[src/rtl/spi_msg_forwarder.sv]
// Forwards buffered SPI messages from the receive FIFO to a transmit channel, word by word.
// Ports:
//   SYS_CLK, RST         clock, synchronous active-high reset
//   GOT_FULL_MSG/MSG_LEN receive side has a complete message of MSG_LEN 16-bit words
//   MSG_START            one-cycle acknowledge that the message is being consumed
//   RD_REQ/FIFO_Q        FIFO read strobe; data arrives one cycle later
//   DATA/ENA/BUSY        transmit channel handshake
//   TIMEOUT_ERR          one-cycle pulse when a word is abandoned because BUSY stuck high
//   FWD_CNT              count of fully forwarded messages (wraps)
//   IDLE                 high while waiting for a message
module spi_msg_forwarder #(
   parameter int unsigned TIMEOUT_CYCLES = 4096,
   parameter int unsigned CNT_W          = 16,
   localparam int unsigned LEN_W         = 8,
   localparam int unsigned WORD_W        = 16
) (
   input  logic              SYS_CLK,
   input  logic              RST,
   input  logic              GOT_FULL_MSG,
   input  logic [LEN_W-1:0]  MSG_LEN,
   output logic              MSG_START,
   output logic              RD_REQ,
   input  logic [WORD_W-1:0] FIFO_Q,
   output logic [WORD_W-1:0] DATA,
   output logic              ENA,
   input  logic              BUSY,
   output logic              TIMEOUT_ERR,
   output logic [CNT_W-1:0]  FWD_CNT,
   output logic              IDLE
);

   localparam int unsigned TMO_W    = (TIMEOUT_CYCLES < 2) ? 1 : $clog2(TIMEOUT_CYCLES);
   localparam int unsigned TMO_LAST = (TIMEOUT_CYCLES == 0) ? 0 : TIMEOUT_CYCLES - 1;
   localparam bit          TMO_EN   = (TIMEOUT_CYCLES != 0);

   typedef enum logic [2:0] {
      S_IDLE, S_START, S_READ, S_LATCH, S_SEND, S_GUARD, S_DRAIN_RD, S_DONE
   } state_t;

   state_t              state, state_nxt;
   logic [LEN_W-1:0]    rem, rem_nxt;
   logic [TMO_W-1:0]    tmo, tmo_nxt;
   logic [WORD_W-1:0]   data_nxt;
   logic [CNT_W-1:0]    cnt_nxt;
   logic                ena_nxt, terr_nxt, rd_nxt;

   // Next-state and next-output decode
   always_comb begin
      state_nxt = state;
      rem_nxt   = rem;
      tmo_nxt   = tmo;
      data_nxt  = DATA;
      cnt_nxt   = FWD_CNT;
      ena_nxt   = 1'b0;
      terr_nxt  = 1'b0;
      case (state)
         S_IDLE: begin
            if (GOT_FULL_MSG) begin
               rem_nxt   = MSG_LEN;
               state_nxt = S_START;
            end
         end
         S_START:  state_nxt = (rem == '0) ? S_DONE : S_READ;
         S_READ:   state_nxt = S_LATCH;
         S_LATCH: begin
            data_nxt  = FIFO_Q;
            tmo_nxt   = '0;
            state_nxt = S_SEND;
         end
         S_SEND: begin
            if (!BUSY) begin
               ena_nxt = 1'b1;
               if (rem != '0) rem_nxt = rem - LEN_W'(1);
               state_nxt = S_GUARD;
            end else if (TMO_EN && (tmo == TMO_W'(TMO_LAST))) begin
               // current word is dropped; the rest of the message gets drained
               terr_nxt = 1'b1;
               if (rem != '0) rem_nxt = rem - LEN_W'(1);
               state_nxt = S_DRAIN_RD;
            end else begin
               tmo_nxt = tmo + TMO_W'(1);
            end
         end
         S_GUARD: begin
            if (rem == '0) begin
               cnt_nxt   = FWD_CNT + CNT_W'(1);
               state_nxt = S_DONE;
            end else begin
               state_nxt = S_READ;
            end
         end
         S_DRAIN_RD: begin
            if (rem != '0) rem_nxt = rem - LEN_W'(1);
            else           state_nxt = S_DONE;
         end
         S_DONE:   state_nxt = S_IDLE;
         default:  state_nxt = S_IDLE;
      endcase
   end

   // A drain cycle reads only while words remain, i.e. while rem entering it is nonzero
   always_comb begin
      rd_nxt = (state_nxt == S_READ) || ((state_nxt == S_DRAIN_RD) && (rem_nxt != '0));
   end

   // State, datapath and output registers
   always_ff @(posedge SYS_CLK) begin
      if (RST) begin
         state       <= S_IDLE;
         rem         <= '0;
         tmo         <= '0;
         DATA        <= '0;
         FWD_CNT     <= '0;
         ENA         <= 1'b0;
         TIMEOUT_ERR <= 1'b0;
         MSG_START   <= 1'b0;
         RD_REQ      <= 1'b0;
         IDLE        <= 1'b1;
      end else begin
         state       <= state_nxt;
         rem         <= rem_nxt;
         tmo         <= tmo_nxt;
         DATA        <= data_nxt;
         FWD_CNT     <= cnt_nxt;
         ENA         <= ena_nxt;
         TIMEOUT_ERR <= terr_nxt;
         MSG_START   <= (state_nxt == S_START);
         RD_REQ      <= rd_nxt;
         IDLE        <= (state_nxt == S_IDLE);
      end
   end

endmodule

[config.mk]
export PLATFORM = sky130hd
export DESIGN_NAME = spi_msg_forwarder
export DESIGN_NICKNAME = d
export VERILOG_FILES = /design/src/rtl/spi_msg_forwarder.sv
export SDC_FILE = /design/constraint.sdc
export NUM_CORES = 1
export LEC_CHECK = 0
export CAP_MARGIN = 20
export CELL_PAD_IN_SITES_DETAIL_PLACEMENT = 1
export CELL_PAD_IN_SITES_GLOBAL_PLACEMENT = 2
export CORE_MARGIN = 3
export CORE_UTILIZATION = 31
export DETAILED_ROUTE_END_ITERATION = 10
export GPL_ROUTABILITY_DRIVEN = 0
export PLACE_DENSITY_LB_ADDON = 0.25
export SLEW_MARGIN = 40
export SYNTH_ARGS = -nofsm -noshare
export SYNTH_HDL_FRONTEND = slang
export SYNTH_SLANG_ARGS = --single-unit
[constraint.sdc]
create_clock -name SYS_CLK -period 5.3 [get_ports SYS_CLK]
set_input_delay 1.59 -clock SYS_CLK [delete_from_list [all_inputs] [get_ports SYS_CLK]]
set_output_delay 1.59 -clock SYS_CLK [all_outputs]
set_load 0.1 [all_outputs]
==> out/metrics.sh <==
LEAKAGEPOWER_nW=1.35
YS.WARNINGS.COUNT=0
NUMBER_OF_ANTENNA_VIOLATIONS_AT_THE_FIRST_CHECK_IN_GLOBAL_ROUTING=0
FIRST_PASS_GRT_WIRE_LENGTH_UM=12700
DIE_WIDTH_UM=101
AREA_DELTA_SYNTH_FINAL_PCT=26.5
SYNTH_CELLS=333
FIN_CRIT_NS=3.39
SETUP_VIOL_COUNT_FINAL=0
CLOCK_SINK_COUNT=60
YS_ASYNC_SR_FRACTION_PCT=0
GRT-OVFL-TOTAL=0
RSZ0062_AT_GRT='false'
MAX-VDD-IR-DROP_mV=0.223
FRACTION_OF_POST_SYNTHESIS_CELL_AREA_IN_THE_TOP_CELL_TYPE_BY_AREA_PCT=43.4
UTILIZATION_PCT=41.4
SYNTH_EDF_COUNT=0
CORE_AR_UM2=8460
IO_PINS=65
HP-CLASS='flop to flop'
SYNTH_MOST_COMMON_CELL='dfxtp_1'
YOSYSUNIQUECELLTYPES=53
DRIVE_ABOVE_1_SHARE_PCT=16.8
MAX_CAP_VIOLATIONS=0
SYNTH_AREA_LEADERS='dfxtp_1, nand2_1, nor2_1'
FINAL_ROUTED_WIRE_LENGTH_DIVIDED_BY_CELL_COUNT_UM=15.2
CTS_RESIZED=0
HOLD_VIOL_FINAL=0
CTS_BUFFERS=9
CTS_SETUP_BUFFERS=0
NETLIST_AREA_UM2=2770
CTS_TREE='built'
FLOORPLAN.DIE.HEIGHT_UM=101
R2R-START='state[0]'
DRT-INITIAL-DRC-COUNT=60
FLOORPLAN.DIE_AREA_UM2=10100
CLOCKROOTBUFFER='clkbuf_8'
SYNTH_FLOP_CELL='dfxtp_1'
FIN_WORST_SKEW_NS=0.0115
POWER.DENSITY_CELL_AREA_nW_PER_UM2=492
GRT_PASS1_VIAS=2630
OUTCOME='finished clean'
MIN_DELAY_PATH_DEPTH=2
TIMING.SETUP.CRITICAL_PATH_CLASS='primary input to flop'
RELSLEWSLACK_PCT=47.7
ROWS=33
CTS_HOLD_BUFFERS=0
GRT.TOTAL_USAGE_PCT=15.8
FINAL_ANTENNA_NET_COUNT=0
FIRST_PASS_ITERS=4
MAX_SLEW.WORST_PIN.SLEW_NS=0.782
CTS.REPORTEDPATHS.CLKPINSLEW_NS=0.07
YS_TOP_CELLS_BY_COUNT='dfxtp_1, nand2_1, nor2_1'
WORST_SETUP_PATH_START_KIND='primary input'
CTS_HTREE_LEVELS=3
DETAIL_ROUTE.DRC_VIOLATIONS=0
GRT_START_MAX_NET_PINS=50
FINAL_TNS_SETUP_NS=0
LAYOUT.NETS=425
POST_ROUTE_FRACTION_OF_THE_PERIOD_CONSUMED_BY_THE_CRITICAL_PATH_PCT=63.9
SYNTHESIS.AREA_PER_INSTANCE_UM2=8.32
SYNTH_AREA_LEADER_CELL='dfxtp_1'
POST_LAYOUT_NONFILLER_INSTANCES=503
WORST_SETUP_PATH_END_KIND='flop'
CRIT_PATH_MAX_FANOUT=6
DPL.CELL_COUNT=488
SETUP.WORST_PATH.START='BUSY'
DIODES=0
CLOCK_TREE.BUFFER_DEPTH=2
HP-START='DATA[2]'
DEPTH_OF_THE_MOST_CRITICAL_REG_TO_REG_PATH=6
HPWL_UM=5320
NUMBER_OF_MAX_SLEW_VIOLATIONS_IN_THE_FINAL_REPORT=0
SEQUENTIAL_AREA_SHARE_AFTER_SYNTHESIS_PCT=43.4
WORST_SKEW_PAIR.LATE_LATENCY_NS=0.34
CRITPATHREQUIREDTIME_NS=5.51
SYN-NUM-NETS=364
SYNTH.FF_LATCH_COUNT=60
POST_DP_CELL_AREA_UM2=3300
INITIAL_CORE_UTIL_PCT=32.7
ROUTE.FINAL.WIRE_LENGTH_UM=7630
FILL_CELLS=1005
VIASPERCELL=5.11
DETAILED_ROUTE_VIA_COUNT=2571
PLACE.PORT_BUFFERS=64
MAX_FREQ_MHz=295
ARRIVAL_NS=3.59
POST-ROUTE-CELL-AREA_UM2=3500
-- routing by layer --
metal  global-route usage, %  wire (µm)  vias to the layer above
met5                       0          0                        -
met4                    5.18         96                        0
met3                    6.44        479                       10
met2                    24.2       3400                       52
met1                    20.2       3660                     1227
li1                        -          -                     1282
-- power by group --
group	total [W]	switching [W]	internal (W)
clock	0.000431	0.000177	0.000254
sequential	0.000603	0.0000935	0.000510
combinational	0.000690	0.000479	0.000211
total	0.00172	0.000749	0.000975
-- cell type report --
cell class	instances	area (µm²)	area share [%]
Multi-Input combinational cell	253	1490	42.6
Sequential cell	60	1200	34.3
Timing Repair Buffer	64	453	12.9
Clock buffer	14	173	4.93
Tap cell	105	131	3.75
Clock inverter	1	30.0	0.857
Inverter	6	22.5	0.643
-- final timing paths --
check	end	slack, ns
hold reg to reg	DATA[2]	0.45
setup / recovery	tmo[11]	1.91
setup reg to reg	tmo[11]	2.33
hold / removal	DATA[2]	0.45
-- critical path, cell delays in order --
cell and delay (ns):
clkdlybuf4s50_1 0.58, o41ai_2 0.17, o21ai_0 0.46, and3_1 0.33, nor3b_1 0.27, xnor2_1 0.15, nor2_1 0.05
-- layout by cell type, fill, tap and decap left out, types with 7 or more instances in the layout --
master / n
dfxtp_1: 60
nor3_1: 13
o21ai_0: 11
nand3_1: 11
a21oi_1: 22
xnor2_1: 11
and3_1: 7
nor2_1: 45
buf_2: 37
clkdlybuf4s50_1: 26
clkbuf_8: 12
nand2_1: 50
xor2_1: 13
-- per-stage QoR --
stage | worst slack, ns | power, W | hold slack (ns)
2_1_floorplan | 2.48 | 0.00113 | 0.444
3_3_place_gp | 1.70 | 0.00132 | 0.441
3_5_place_dp | 1.59 | 0.00130 | 0.445
4_1_cts | 1.95 | 0.00174 | 0.455
5_1_grt | 1.68 | 0.00183 | 0.484
6_report | 1.91 | 0.00172 | 0.451
-- state kept, by name (all words and copies together), names as in the netlist --
name         count
RD_REQ           1
TIMEOUT_ERR      1
ENA              1
DATA            16
tmo             12
IDLE             1
MSG_START        1
FWD_CNT         16
state            3
rem              8
-- logic make-up after synthesis --
family / share of synthesized area, %
buffers and inverters: 2.71
muxes: 1.45
and+or+nand+nor: 30.3
DFF: 43.4
xor gates and xnor gates: 7.59
adders and majority gates: 1.36
AOI/OAI and AO/OA: 13.2
Power figures use the tool's default switching activity.
